$ cat config.mk
export PLATFORM = sky130hd
export DESIGN_NAME = axi_rt_cfg_sequencer
export DESIGN_NICKNAME = d
export VERILOG_FILES = /design/src/rtl/axi_rt_pkg.sv /design/src/rtl/axi_rt_cfg_timeout_cnt.sv /design/src/rtl/axi_rt_cfg_sequencer.sv
export SDC_FILE = /design/constraint.sdc
export NUM_CORES = 1
export LEC_CHECK = 0
export CELL_PAD_IN_SITES_DETAIL_PLACEMENT = 2
export CELL_PAD_IN_SITES_GLOBAL_PLACEMENT = 2
export CORE_ASPECT_RATIO = 1.1
export CORE_MARGIN = 8
export CORE_UTILIZATION = 28
export CTS_CLUSTER_DIAMETER = 60
export CTS_CLUSTER_SIZE = 24
export DETAILED_ROUTE_END_ITERATION = 10
export GPL_TIMING_DRIVEN = 0
export PLACE_DENSITY = 0.93
export SYNTH_ARGS = -nofsm -noshare
export SYNTH_HDL_FRONTEND = slang
export SYNTH_SLANG_ARGS = --single-unit
$ cat constraint.sdc
create_clock -name clk_i -period 4.5 [get_ports clk_i]
set_input_delay 0.9 -clock clk_i [delete_from_list [all_inputs] [get_ports clk_i]]
set_output_delay 0.9 -clock clk_i [all_outputs]
set_load 0.02 [all_outputs]
$ cat src/rtl/axi_rt_pkg.sv
// Shared types for the RT configuration sequencer: FSM state encoding and
// the packed active-configuration record loaded atomically on commit.
package axi_rt_pkg;

  // Default geometry of the RT unit. The active-configuration struct is
  // built from these widths, so the top-level parameters must keep them.
  localparam int unsigned RtNumAddrRegions = 32'd2;
  localparam int unsigned RtPeriodWidth    = 32'd32;
  localparam int unsigned RtBudgetWidth    = 32'd32;

  typedef logic [RtNumAddrRegions-1:0][RtBudgetWidth-1:0] rt_budget_t;
  typedef logic [RtNumAddrRegions-1:0][RtPeriodWidth-1:0] rt_period_t;

  typedef struct packed {
    logic       rt_enable;
    logic       imtu_enable;
    logic [7:0] len_limit;
    rt_budget_t w_budget;
    rt_period_t w_period;
    rt_budget_t r_budget;
    rt_period_t r_period;
  } rt_cfg_t;

  typedef enum logic [2:0] {
    RtCfgIdle,
    RtCfgDrain,
    RtCfgApply,
    RtCfgSettle,
    RtCfgRelease
  } rt_cfg_state_e;

  // Power-on active configuration: everything off, budgets/periods zero.
  function automatic rt_cfg_t rt_cfg_rst(input logic [7:0] len_rst);
    rt_cfg_t c;
    c           = '0;
    c.len_limit = len_rst;
    return c;
  endfunction

endpackage

$ cat src/rtl/axi_rt_cfg_timeout_cnt.sv
// Drain watchdog counter: synchronous clear, count enable, saturation at
// all-ones, and an equality flag against a compare value.
module axi_rt_cfg_timeout_cnt #(
  parameter int unsigned Width = 32'd16
) (
  input  logic             clk_i,
  input  logic             rst_ni,
  input  logic             clr_i,
  input  logic             en_i,
  input  logic [Width-1:0] cmp_i,
  output logic             eq_o
);

  logic [Width-1:0] cnt_q, cnt_d;

  // Next count: clear has priority, then saturating increment.
  always_comb begin
    cnt_d = cnt_q;
    if (clr_i) begin
      cnt_d = '0;
    end else if (en_i && (cnt_q != '1)) begin
      cnt_d = cnt_q + Width'(1);
    end
  end

  // Counter register.
  always_ff @(posedge clk_i or negedge rst_ni) begin
    if (!rst_ni) begin
      cnt_q <= '0;
    end else begin
      cnt_q <= cnt_d;
    end
  end

  assign eq_o = (cnt_q == cmp_i);

endmodule

$ cat src/rtl/axi_rt_cfg_sequencer.sv
// Commits a staged RT configuration into the RT unit: isolate upstream,
// wait for drain, load all fields in one cycle, restart budget periods,
// wait for bypass to settle, then release traffic.
module axi_rt_cfg_sequencer
  import axi_rt_pkg::*;
#(
  parameter int unsigned NumAddrRegions = RtNumAddrRegions,
  parameter int unsigned PeriodWidth    = RtPeriodWidth,
  parameter int unsigned BudgetWidth    = RtBudgetWidth,
  parameter int unsigned IdxWWidth      = 32'd4,
  parameter int unsigned IdxAwWidth     = 32'd4,
  parameter int unsigned TimeoutWidth   = 32'd16,
  parameter logic [7:0]  LenLimitRst    = 8'hFF
) (
  input  logic                                  clk_i,
  input  logic                                  rst_ni,
  input  logic                                  cfg_rt_enable_i,
  input  logic                                  cfg_imtu_enable_i,
  input  logic [7:0]                            cfg_len_limit_i,
  input  logic [NumAddrRegions*BudgetWidth-1:0] cfg_w_budget_i,
  input  logic [NumAddrRegions*PeriodWidth-1:0] cfg_w_period_i,
  input  logic [NumAddrRegions*BudgetWidth-1:0] cfg_r_budget_i,
  input  logic [NumAddrRegions*PeriodWidth-1:0] cfg_r_period_i,
  input  logic [TimeoutWidth-1:0]               timeout_i,
  input  logic                                  commit_i,
  output logic                                  busy_o,
  output logic                                  done_o,
  output logic                                  timeout_o,
  output logic                                  hold_o,
  input  logic                                  isolated_i,
  input  logic [IdxWWidth-1:0]                  num_w_pending_i,
  input  logic [IdxAwWidth-1:0]                 num_aw_pending_i,
  input  logic                                  rt_bypassed_i,
  output logic                                  rt_enable_o,
  output logic                                  imtu_enable_o,
  output logic                                  imtu_abort_o,
  output logic [7:0]                            len_limit_o,
  output logic [NumAddrRegions*BudgetWidth-1:0] w_budget_o,
  output logic [NumAddrRegions*PeriodWidth-1:0] w_period_o,
  output logic [NumAddrRegions*BudgetWidth-1:0] r_budget_o,
  output logic [NumAddrRegions*PeriodWidth-1:0] r_period_o
);

  rt_cfg_state_e state_q, state_d;
  rt_cfg_t       cfg_q, cfg_d;
  logic          hold_q, hold_d;
  logic          done_q, done_d;
  logic          timeout_q, timeout_d;
  logic          abort_q, abort_d;

  logic                    cnt_clr, cnt_en, cnt_eq;
  logic [TimeoutWidth-1:0] cnt_cmp;
  logic                    drain_ok;
  logic                    timeout_hit;

  assign drain_ok    = isolated_i && (num_w_pending_i == '0) && (num_aw_pending_i == '0);
  assign cnt_cmp     = timeout_i - TimeoutWidth'(1);
  assign timeout_hit = (timeout_i != '0) && cnt_eq;

  axi_rt_cfg_timeout_cnt #(
    .Width (TimeoutWidth)
  ) u_timeout_cnt (
    .clk_i  (clk_i),
    .rst_ni (rst_ni),
    .clr_i  (cnt_clr),
    .en_i   (cnt_en),
    .cmp_i  (cnt_cmp),
    .eq_o   (cnt_eq)
  );

  // Commit sequencing: next state and next values of all registered outputs.
  always_comb begin
    state_d   = state_q;
    cfg_d     = cfg_q;
    hold_d    = hold_q;
    done_d    = 1'b0;
    timeout_d = timeout_q;
    abort_d   = 1'b0;
    cnt_clr   = 1'b0;
    cnt_en    = 1'b0;
    unique case (state_q)
      RtCfgIdle: begin
        if (commit_i) begin
          state_d   = RtCfgDrain;
          hold_d    = 1'b1;
          timeout_d = 1'b0;
          cnt_clr   = 1'b1;
        end
      end
      RtCfgDrain: begin
        cnt_en = 1'b1;
        // A drain completing on the timeout boundary still counts as success.
        if (drain_ok) begin
          state_d = RtCfgApply;
        end else if (timeout_hit) begin
          state_d   = RtCfgRelease;
          hold_d    = 1'b0;
          timeout_d = 1'b1;
        end
      end
      RtCfgApply: begin
        cfg_d.rt_enable   = cfg_rt_enable_i;
        cfg_d.imtu_enable = cfg_imtu_enable_i;
        cfg_d.len_limit   = cfg_len_limit_i;
        cfg_d.w_budget    = cfg_w_budget_i;
        cfg_d.w_period    = cfg_w_period_i;
        cfg_d.r_budget    = cfg_r_budget_i;
        cfg_d.r_period    = cfg_r_period_i;
        abort_d           = 1'b1;
        state_d           = RtCfgSettle;
      end
      RtCfgSettle: begin
        if (rt_bypassed_i == !cfg_q.rt_enable) begin
          state_d = RtCfgRelease;
          hold_d  = 1'b0;
        end
      end
      RtCfgRelease: begin
        if (!isolated_i) begin
          state_d = RtCfgIdle;
          done_d  = !timeout_q;
        end
      end
      default: begin
        state_d = RtCfgIdle;
        hold_d  = 1'b0;
      end
    endcase
  end

  // State and registered-output flops.
  always_ff @(posedge clk_i or negedge rst_ni) begin
    if (!rst_ni) begin
      state_q   <= RtCfgIdle;
      cfg_q     <= rt_cfg_rst(LenLimitRst);
      hold_q    <= 1'b0;
      done_q    <= 1'b0;
      timeout_q <= 1'b0;
      abort_q   <= 1'b0;
    end else begin
      state_q   <= state_d;
      cfg_q     <= cfg_d;
      hold_q    <= hold_d;
      done_q    <= done_d;
      timeout_q <= timeout_d;
      abort_q   <= abort_d;
    end
  end

  assign busy_o        = (state_q != RtCfgIdle);
  assign done_o        = done_q;
  assign timeout_o     = timeout_q;
  assign hold_o        = hold_q;
  assign imtu_abort_o  = abort_q;
  assign rt_enable_o   = cfg_q.rt_enable;
  assign imtu_enable_o = cfg_q.imtu_enable;
  assign len_limit_o   = cfg_q.len_limit;
  assign w_budget_o    = cfg_q.w_budget;
  assign w_period_o    = cfg_q.w_period;
  assign r_budget_o    = cfg_q.r_budget;
  assign r_period_o    = cfg_q.r_period;

endmodule

==> flow_summary.yaml, run 1 <==
placed_design:
  io_buffers: 564
  placed_area_sq_um: 18000
  dp_cells: 1915
  gp_congestion: 0.796
  dp.final_hpwl_microns: 43100
setup_path:
  endpoint_kind: "flip-flop"
  critPathLaunchType: "flip-flop"
  worstPathMaxFanout: 10
  crit_slowest_cell: "nor3b_1"
  cpMostUsedCell: "clkbuf_1"
  path_delay_family: "buffers and inverters"
  cp_slowest_stage_delay_ns: 0.91
  cp_num_buf_inv: 3
  cp.required_ns: 4.95
  path_cells: "clkbuf_1 > nor3b_1 > clkbuf_1 > clkbuf_1 > mux2_2"
  crit_type: "reg2reg"
  worstPathArrival_ns: 3.95
clock_network:
  clk_latency_ns: 0.59
  clk_pin_slew_ns: 0.07
  post-cts-setup-buffers: 0
  root_buffer: "clkbuf_16"
  clock_path_buffers: 3
  numCtsBuffers: 30
  cts.repair.resized: 0
  cts-hold-fix-buffers: 0
  h-tree-depth: 1
  cts.sinks: 289
  cts_tree: "done"
logic_synthesis:
  synthFlopType: "dfrtp_1"
  yosys.area.top_type: "dfrtp_1"
  async_flop_share_pct: 100
  syn_inst: 789
  syn-cell-area_sq_um: 11600
  avgSynthCellArea_sq_um: 14.7
  synth_area_leaders: "dfrtp_1 (60%), mux2_2 (26%), dfstp_2 (1.8%)"
  ys_seq_area_share_pct: 62.3
  yosysMostFrequentCell: "dfrtp_1"
  syn_nets: 1087
  netlist.area_leader.share_pct: 60.5
  synth-seq-cells: 289
  synth-edff-count: 0
  synthTopCellsByCount: "dfrtp_1 (281), mux2_2 (266), clkbuf_1 (35), nor2_1 (29), xor2_1 (20)"
  ys_warn_count: 0
  synth_cell_type_count: 49
sta:
  tightest_slew_ns: 1.06
  fin_crit_sh_pct: 77.8
  relSlewSlack_pct: 28.9
  hold_slack_ns: 0.294
  period_needed_ns: 3.50
  rsz0062_at_grt: "false"
  fin_tns_setup_ns: 0
  fmax_ghz: 0.286
  finClkSkew_ns: 0.0368
  final_hold_viol_count: 0
  slew_viol_final: 0
  setup_viol: 0
drt:
  final_antenna_net_count: 0
  viasPerCell: 4.71
  routed_wl_microns: 57500
  wl_per_cell_microns: 29.1
  first_iter_violations: 226
  via_count: 9296
  dr.pass1.iters: 4
  drcViolationCount: 0
power:
  power_leakage_nw: 8.53
  power-per-cell-area_nw_per_um2: 355
  power_mw: 6.79
  ir_drop_uv: 312
layout:
  drive_above_1_share_pct: 24.3
  fillers: 3902
  areaGrowthSynthToFinish_pct: 64.4
  fin_cells: 1974
  fin_area_sq_um: 19100
  num-nets-final: 1685
flow_run:
  maxCapViolCount: 0
worst_hold_path:
  hp-class: "in2async"
global_routing:
  grt.overflow.total: 0
  grt_pass1_wl_microns: 82600
  grt_max_degree: 118
  antenna_found_initial: 9
  first_global_vias: 11400
  grt.total_usage_pct: 23.1
outcome:
  status: "complete, no violations"
floorplanning:
  core_sq_um: 41100
  die_height_microns: 230
  die_w_microns: 210
  initial_core_util_pct: 28.3
  rows: 78
  die_area_sq_um: 48300
  ios: 566
-- metal layers --
layer | GRT usage [%] | share of wire [%] | wire length (microns) | vias up
met5 | 0 | 0.087 | 50 | -
li1 | - | - | - | 3989
met2 | 45.4 | 56 | 32300 | 380
met3 | 7.58 | 7.7 | 4440 | 92
met1 | 22.0 | 33 | 18700 | 4827
met4 | 7.62 | 3.5 | 2030 | 8
-- kinds of logic (layout without fill, tap and decap cells) --
logic type                 count (synthesis)  count (layout)  share of synthesized area, %
xor gates and xnor gates                  32              32                          2.41
other                                      0               5                             0
adders and majority gates                  3               3                         0.323
muxes                                    266             266                          25.8
and+or+nand+nor                          111             111                          5.42
AOI/OAI and AO/OA                         41              41                          2.25
DFF                                      289             289                          62.3
buffers and inverters                     47             667                          1.54
-- layout by cell type, fill, tap and decap left out, drive strengths merged, types with 3 or more instances in the layout --
master and n:
a31oi 3, xnor2 12, nor3 7, nor2 29
clkbuf 71, or3 7, nand4 9, inv 12
nor4 3, nand2 19, o21ai 14, clkinvlp 3
nand4b 4, dfrtp 281, clkdlybuf4s50 563, and3 3
or3b 4, bufinv 4, buf 7, dfstp 8
clkinv 7, a21oi 12, nand3 12, mux2 266
xor2 20, ha 3, diode 5
-- final timing paths --
kind | cells after the start | startpoint | end | slack (ns)
setup / recovery | 5 | state_q[2] | r_period_o[20] | 1.0
hold / removal | 1 | rst_ni | w_budget_o[46] | 0.29
setup reg to reg | 5 | state_q[2] | r_period_o[20] | 1.0
hold reg to reg | 1 | r_period_o[22] | r_period_o[22] | 0.51
max in group asynchronous | 2 | rst_ni | w_budget_o[28] | 3.19
min in group clk_i | 1 | r_period_o[22] | r_period_o[22] | 0.51
-- sequential cells by signal (all words and copies together), names as in the netlist, 3 cells and up --
| signal | flops |
|---|---|
| len_limit_o | 8 |
| r_budget_o | 64 |
| r_period_o | 64 |
| state_q | 3 |
| u_timeout_cnt.cnt_q | 16 |
| w_budget_o | 64 |
| w_period_o | 64 |
-- report_power, final --
part	total [mW]	leakage, nW	switching, mW	internal, mW
registers	2.87	3.98	0.125	2.74
clock network	2.74	0.516	1.18	1.56
logic	1.18	4.03	0.575	0.606
-- stage by stage --
step,utilization [%],setup slack [ns]
6_report,46.5,1.00
5_1_grt,46.5,0.618
2_1_floorplan,-,1.62
3_5_place_dp,43.9,0.641
4_1_cts,46.5,0.703
3_3_place_gp,43.7,-10.33
-- layout make-up --
type                       instances  area, sq um  share of cell area, %
antenna                            5         12.5                 0.0655
buffer                            39          149                  0.779
clock buffer                      36          825                   4.31
clock inverter                    18          245                   1.28
inverter                           8         30.0                  0.157
multi-input combinational        453         4210                   22.0
sequential                       289         7240                   37.9
tap                              560          701                   3.67
timing repair buffer             566         5710                   29.8
Power figures use the tool's default switching activity.
==> run 2: changes to the inputs <==
--- a/config.mk
+++ b/config.mk
@@ -9,12 +9,12 @@
 export CELL_PAD_IN_SITES_GLOBAL_PLACEMENT = 2
 export CORE_ASPECT_RATIO = 1.1
 export CORE_MARGIN = 8
-export CORE_UTILIZATION = 28
+export CORE_UTILIZATION = 26
 export CTS_CLUSTER_DIAMETER = 60
 export CTS_CLUSTER_SIZE = 24
 export DETAILED_ROUTE_END_ITERATION = 10
 export GPL_TIMING_DRIVEN = 0
-export PLACE_DENSITY = 0.93
+export PLACE_DENSITY = 0.87
 export SYNTH_ARGS = -nofsm -noshare
 export SYNTH_HDL_FRONTEND = slang
 export SYNTH_SLANG_ARGS = --single-unit
==> constraint.sdc (replaced) <==
create_clock -name clk_i -period 3.6 [get_ports clk_i]
set_input_delay 0.72 -clock clk_i [delete_from_list [all_inputs] [get_ports clk_i]]
set_output_delay 0.72 -clock clk_i [all_outputs]
set_load 0.02 [all_outputs]
==> flow_summary.yaml, run 2 (same netlist as run 1, synthesis figures left out) <==
placed_design:
  gp_congestion: 0.785
  dp.final_hpwl_microns: 40000
  io_buffers: 564
layout:
  num-nets-final: 1685
  final_common_cell: "clkdlybuf4s50_1"
  final_cell_mix: "clkdlybuf4s50_1 (563), dfrtp_1 (281), mux2_2 (266)"
  areaGrowthSynthToFinish_pct: 64.9
  drive_above_1_share_pct: 24.5
drt:
  dr.pass1.iters: 4
  via_count: 9059
  drcViolationCount: 0
  routed_wl_microns: 53300
  final_antenna_net_count: 0
  viasPerCell: 4.52
  wl_per_cell_microns: 26.6
  first_iter_violations: 254
global_routing:
  grt_max_degree: 108
  first_global_vias: 11100
  grt.total_usage_pct: 19.9
  antenna_found_initial: 11
  grt_pass1_wl_microns: 76900
  grt.overflow.total: 0
clock_network:
  numCtsBuffers: 30
  h-tree-depth: 1
  clock_path_buffers: 3
  cts-hold-fix-buffers: 0
  clk_pin_slew_ns: 0.08
  cts.sinks: 289
  clk_latency_ns: 0.58
  cts_tree: "done"
  root_buffer: "clkbuf_16"
setup_path:
  crit_type: "in2reg"
  worstPathArrival_ns: 3.60
  endpoint_kind: "flip-flop"
  critPathLaunchType: "input port"
  worstPathMaxFanout: 5
  cp.required_ns: 4.05
floorplanning:
  initial_core_util_pct: 26.3
  die_w_microns: 218
  core_sq_um: 44300
  die_area_sq_um: 51700
  rows: 81
  ios: 566
  die_height_microns: 238
sta:
  setup_viol: 0
  rsz0062_at_grt: "false"
  finClkSkew_ns: 0.0230
  slew_viol_final: 0
  fmax_ghz: 0.317
  hold_slack_ns: 0.185
  fin_crit_sh_pct: 87.5
  fin_tns_setup_ns: 0
  period_needed_ns: 3.15
  final_hold_viol_count: 0
  tightest_slew_ns: 0.867
  relSlewSlack_pct: 42.2
worst_hold_path:
  hp-class: "in2async"
flow_run:
  maxCapViolCount: 0
power:
  power_leakage_nw: 8.54
  power-per-cell-area_nw_per_um2: 442
  ir_drop_uv: 431
outcome:
  status: "complete, no violations"
## run 2: layer usage
metal	share of wire [%]	up-vias	routed length, microns	GRT usage [%]
met3	9.6	94	5110	8.12
met1	32	4565	17200	18.9
li1	-	4016	-	-
met5	0.077	-	41	0
met4	3.5	6	1850	8.10
met2	55	378	29100	37.3
## run 2: final timing paths
check / from / endpoint / slack, ns / cells past startpoint
max in group asynchronous: rst_ni / r_budget_o[63] / 2.37 / 2
min in group clk_i: w_budget_o[19] / w_budget_o[19] / 0.50 / 1
max: timeout_i[0] / state_q[0] / 0.45 / 10
max reg2reg: state_q[2] / r_period_o[24] / 0.59 / 5
min reg2reg: w_budget_o[19] / w_budget_o[19] / 0.50 / 1
min: rst_ni / w_budget_o[49] / 0.19 / 1
## run 2: worst max-delay path: stages
cell,delay (ns)
clkdlybuf4s50_1,0.48
inv_1,0.12
ha_1,0.24
nor4b_2,0.43
a31oi_1,0.16
o21ai_1,0.13
nand3_1,0.11
or3b_1,0.43
or3b_1,0.47
a32o_2,0.30
## run 2: stage by stage
| stage | utilization, % | cells | worst slack (ns) | instance area [sq um] | power [mW] |
|---|---|---|---|---|---|
| final | 43.3 | 2002 | 0.449 | 19200 | 8.47 |
| after global routing | 43.3 | 2000 | 0.314 | 19200 | 8.82 |
| after CTS | 43.2 | 1992 | 0.0368 | 19100 | 8.62 |
| after detailed placement | 40.8 | 1936 | -0.350 | 18100 | 5.08 |
| after global placement | 40.6 | 1934 | -11.21 | 18000 | 5.00 |
| after floorplan | - | 789 | 0.896 | 11600 | 4.19 |
## run 2: what timing repair did
item                       4_1_cts  5_1_grt
setup endpoints to repair       10       50
gates resized for setup          1        1
setup buffers                    0        0
## run 2: report_power, final
group	switching [mW]	internal [mW]	leakage [nW]
clock	1.55	1.89	0.530
sequential	0.152	3.43	3.98
combinational	0.696	0.757	4.03
total	2.40	6.07	8.54
## run 2: final cells by class
class	instances	area, sq um
well taps	581	727
clock inverters	21	284
repair buffers	566	5710
inverters	8	30.0
multi-input cells	453	4210
diodes	10	25.0
fillers	4330	25100
flip-flops and latches	289	7240
plain buffers	39	150
clock buffers	35	801
==> run 3: changes to the inputs <==
--- a/config.mk
+++ b/config.mk
@@ -5,6 +5,7 @@
 export SDC_FILE = /design/constraint.sdc
 export NUM_CORES = 1
 export LEC_CHECK = 0
+export CAP_MARGIN = 25
 export CELL_PAD_IN_SITES_DETAIL_PLACEMENT = 2
 export CELL_PAD_IN_SITES_GLOBAL_PLACEMENT = 2
 export CORE_ASPECT_RATIO = 1.1
@@ -14,6 +15,7 @@
 export CTS_CLUSTER_SIZE = 24
 export DETAILED_ROUTE_END_ITERATION = 10
 export GPL_TIMING_DRIVEN = 0
+export HOLD_SLACK_MARGIN = 0.06
 export PLACE_DENSITY = 0.87
 export SYNTH_ARGS = -nofsm -noshare
 export SYNTH_HDL_FRONTEND = slang
==> flow_summary.yaml, run 3 (same netlist as run 1, synthesis figures left out) <==
outcome:
  status: "complete, no violations"
clock_network:
  cts_tree: "done"
  numCtsBuffers: 29
  cts.repair.resized: 0
  clk_latency_ns: 0.57
  root_buffer: "clkbuf_16"
  cts.sinks: 289
  clock_path_buffers: 3
  h-tree-depth: 1
  cts-hold-fix-buffers: 0
  post-cts-setup-buffers: 0
  clk_pin_slew_ns: 0.08
global_routing:
  grt.total_usage_pct: 20.1
  grt_max_degree: 108
  first_global_vias: 11200
  grt.overflow.total: 0
  antenna_found_initial: 12
  grt_pass1_wl_microns: 77400
layout:
  drive_above_1_share_pct: 24.5
  fillers: 4299
  final_cell_mix: "clkdlybuf4s50_1 (563), dfrtp_1 (281), mux2_2 (266)"
  num-nets-final: 1686
  areaGrowthSynthToFinish_pct: 64.9
  final_common_cell: "clkdlybuf4s50_1"
  multi_input_area_sq_um: 4210
  regArea_sq_um: 7240
  post-route-util_pct: 43.3
setup_path:
  endpoint_kind: "flip-flop"
  crit_type: "reg2reg"
  cp.required_ns: 4.06
  worstPathMaxFanout: 10
  critPathLaunchType: "flip-flop"
  r2r_cells: 7
  worstPathArrival_ns: 3.70
placed_design:
  gp_congestion: 0.785
  dp_worst_setup_slack_ns: -0.0234
  dp.final_hpwl_microns: 40400
  io_buffers: 564
floorplanning:
  die_height_microns: 238
  die_w_microns: 218
  ios: 566
  initial_core_util_pct: 26.3
  rows: 81
  die_area_sq_um: 51700
  core_sq_um: 44300
drt:
  routed_wl_microns: 53700
  via_count: 9136
  viasPerCell: 4.56
  first_iter_violations: 253
  dr.pass1.iters: 4
  drcViolationCount: 0
  final_antenna_net_count: 0
  wl_per_cell_microns: 26.8
sta:
  slew_viol_final: 0
  tightest_slew_ns: 0.889
  period_needed_ns: 3.24
  hold_slack_ns: 0.197
  fmax_ghz: 0.308
  fin_ws_ns: 0.358
  fin_crit_sh_pct: 90.1
  rsz0062_at_grt: "false"
  relSlewSlack_pct: 40.7
  final_hold_viol_count: 0
  setup_viol: 0
  fin_tns_setup_ns: 0
  finClkSkew_ns: 0.0238
flow_run:
  maxCapViolCount: 0
power:
  power_mw: 8.44
  ir_drop_uv: 374
  power_leakage_nw: 8.53
  power-per-cell-area_nw_per_um2: 440
worst_hold_path:
  hp-class: "in2async"
[run 3: cell types whose count changed in the layout (fill, tap and decap cells not counted), sizes merged]
cell	before	now
clkbuf	70	65
clkinvlp	0	4
inv	18	14
buf	7	9
bufinv	3	5
diode	10	12
[run 3: cell type report]
class | instances | area share, %
diodes | 12 | 0.157
plain buffers | 39 | 0.777
clock buffers | 30 | 3.86
clock inverters | 23 | 1.68
inverters | 8 | 0.157
multi-input cells | 453 | 21.9
flip-flops and latches | 289 | 37.8
well taps | 581 | 3.79
repair buffers | 568 | 29.9
[run 3: worst max-delay path, stage by stage (launching register included)]
cell      delay, ns
dfrtp_1        0.36
clkbuf_1       0.22
nor3b_1        0.56
buf_4          0.24
clkbuf_1       0.60
clkbuf_1       0.52
buf_8          0.24
mux2_2         0.36
[run 3: path summary, 6_finish.rpt]
kind | slack [ns] | startpoint | to
max | 0.36 | state_q[2] | r_period_o[19]
min | 0.20 | rst_ni | w_period_o[52]
max reg2reg | 0.36 | state_q[2] | r_period_o[19]
min reg2reg | 0.51 | r_period_o[17] | r_period_o[17]
max in group asynchronous | 2.32 | rst_ni | w_budget_o[26]
min in group clk_i | 0.51 | r_period_o[17] | r_period_o[17]
[run 3: report_power, final]
part | total (mW) | internal, mW | leakage [nW] | switching [mW]
clock | 3.41 | 1.91 | 0.507 | 1.51
sequential | 3.58 | 3.43 | 3.98 | 0.150
combinational | 1.45 | 0.757 | 4.04 | 0.691
[run 3: per-layer routing]
metal / wire (microns) / global-route usage [%]
met2: 29400 / 37.8
met3: 5010 / 8.00
met4: 1910 / 8.47
met5: 13 / 0
met1: 17400 / 18.9
[run 3: stage by stage]
step / cells / instance area [sq um]
6_report: 2003 / 19200
5_1_grt: 2001 / 19200
4_1_cts: 1991 / 19100
3_5_place_dp: 1938 / 18100
3_3_place_gp: 1934 / 18000
2_1_floorplan: 789 / 11600
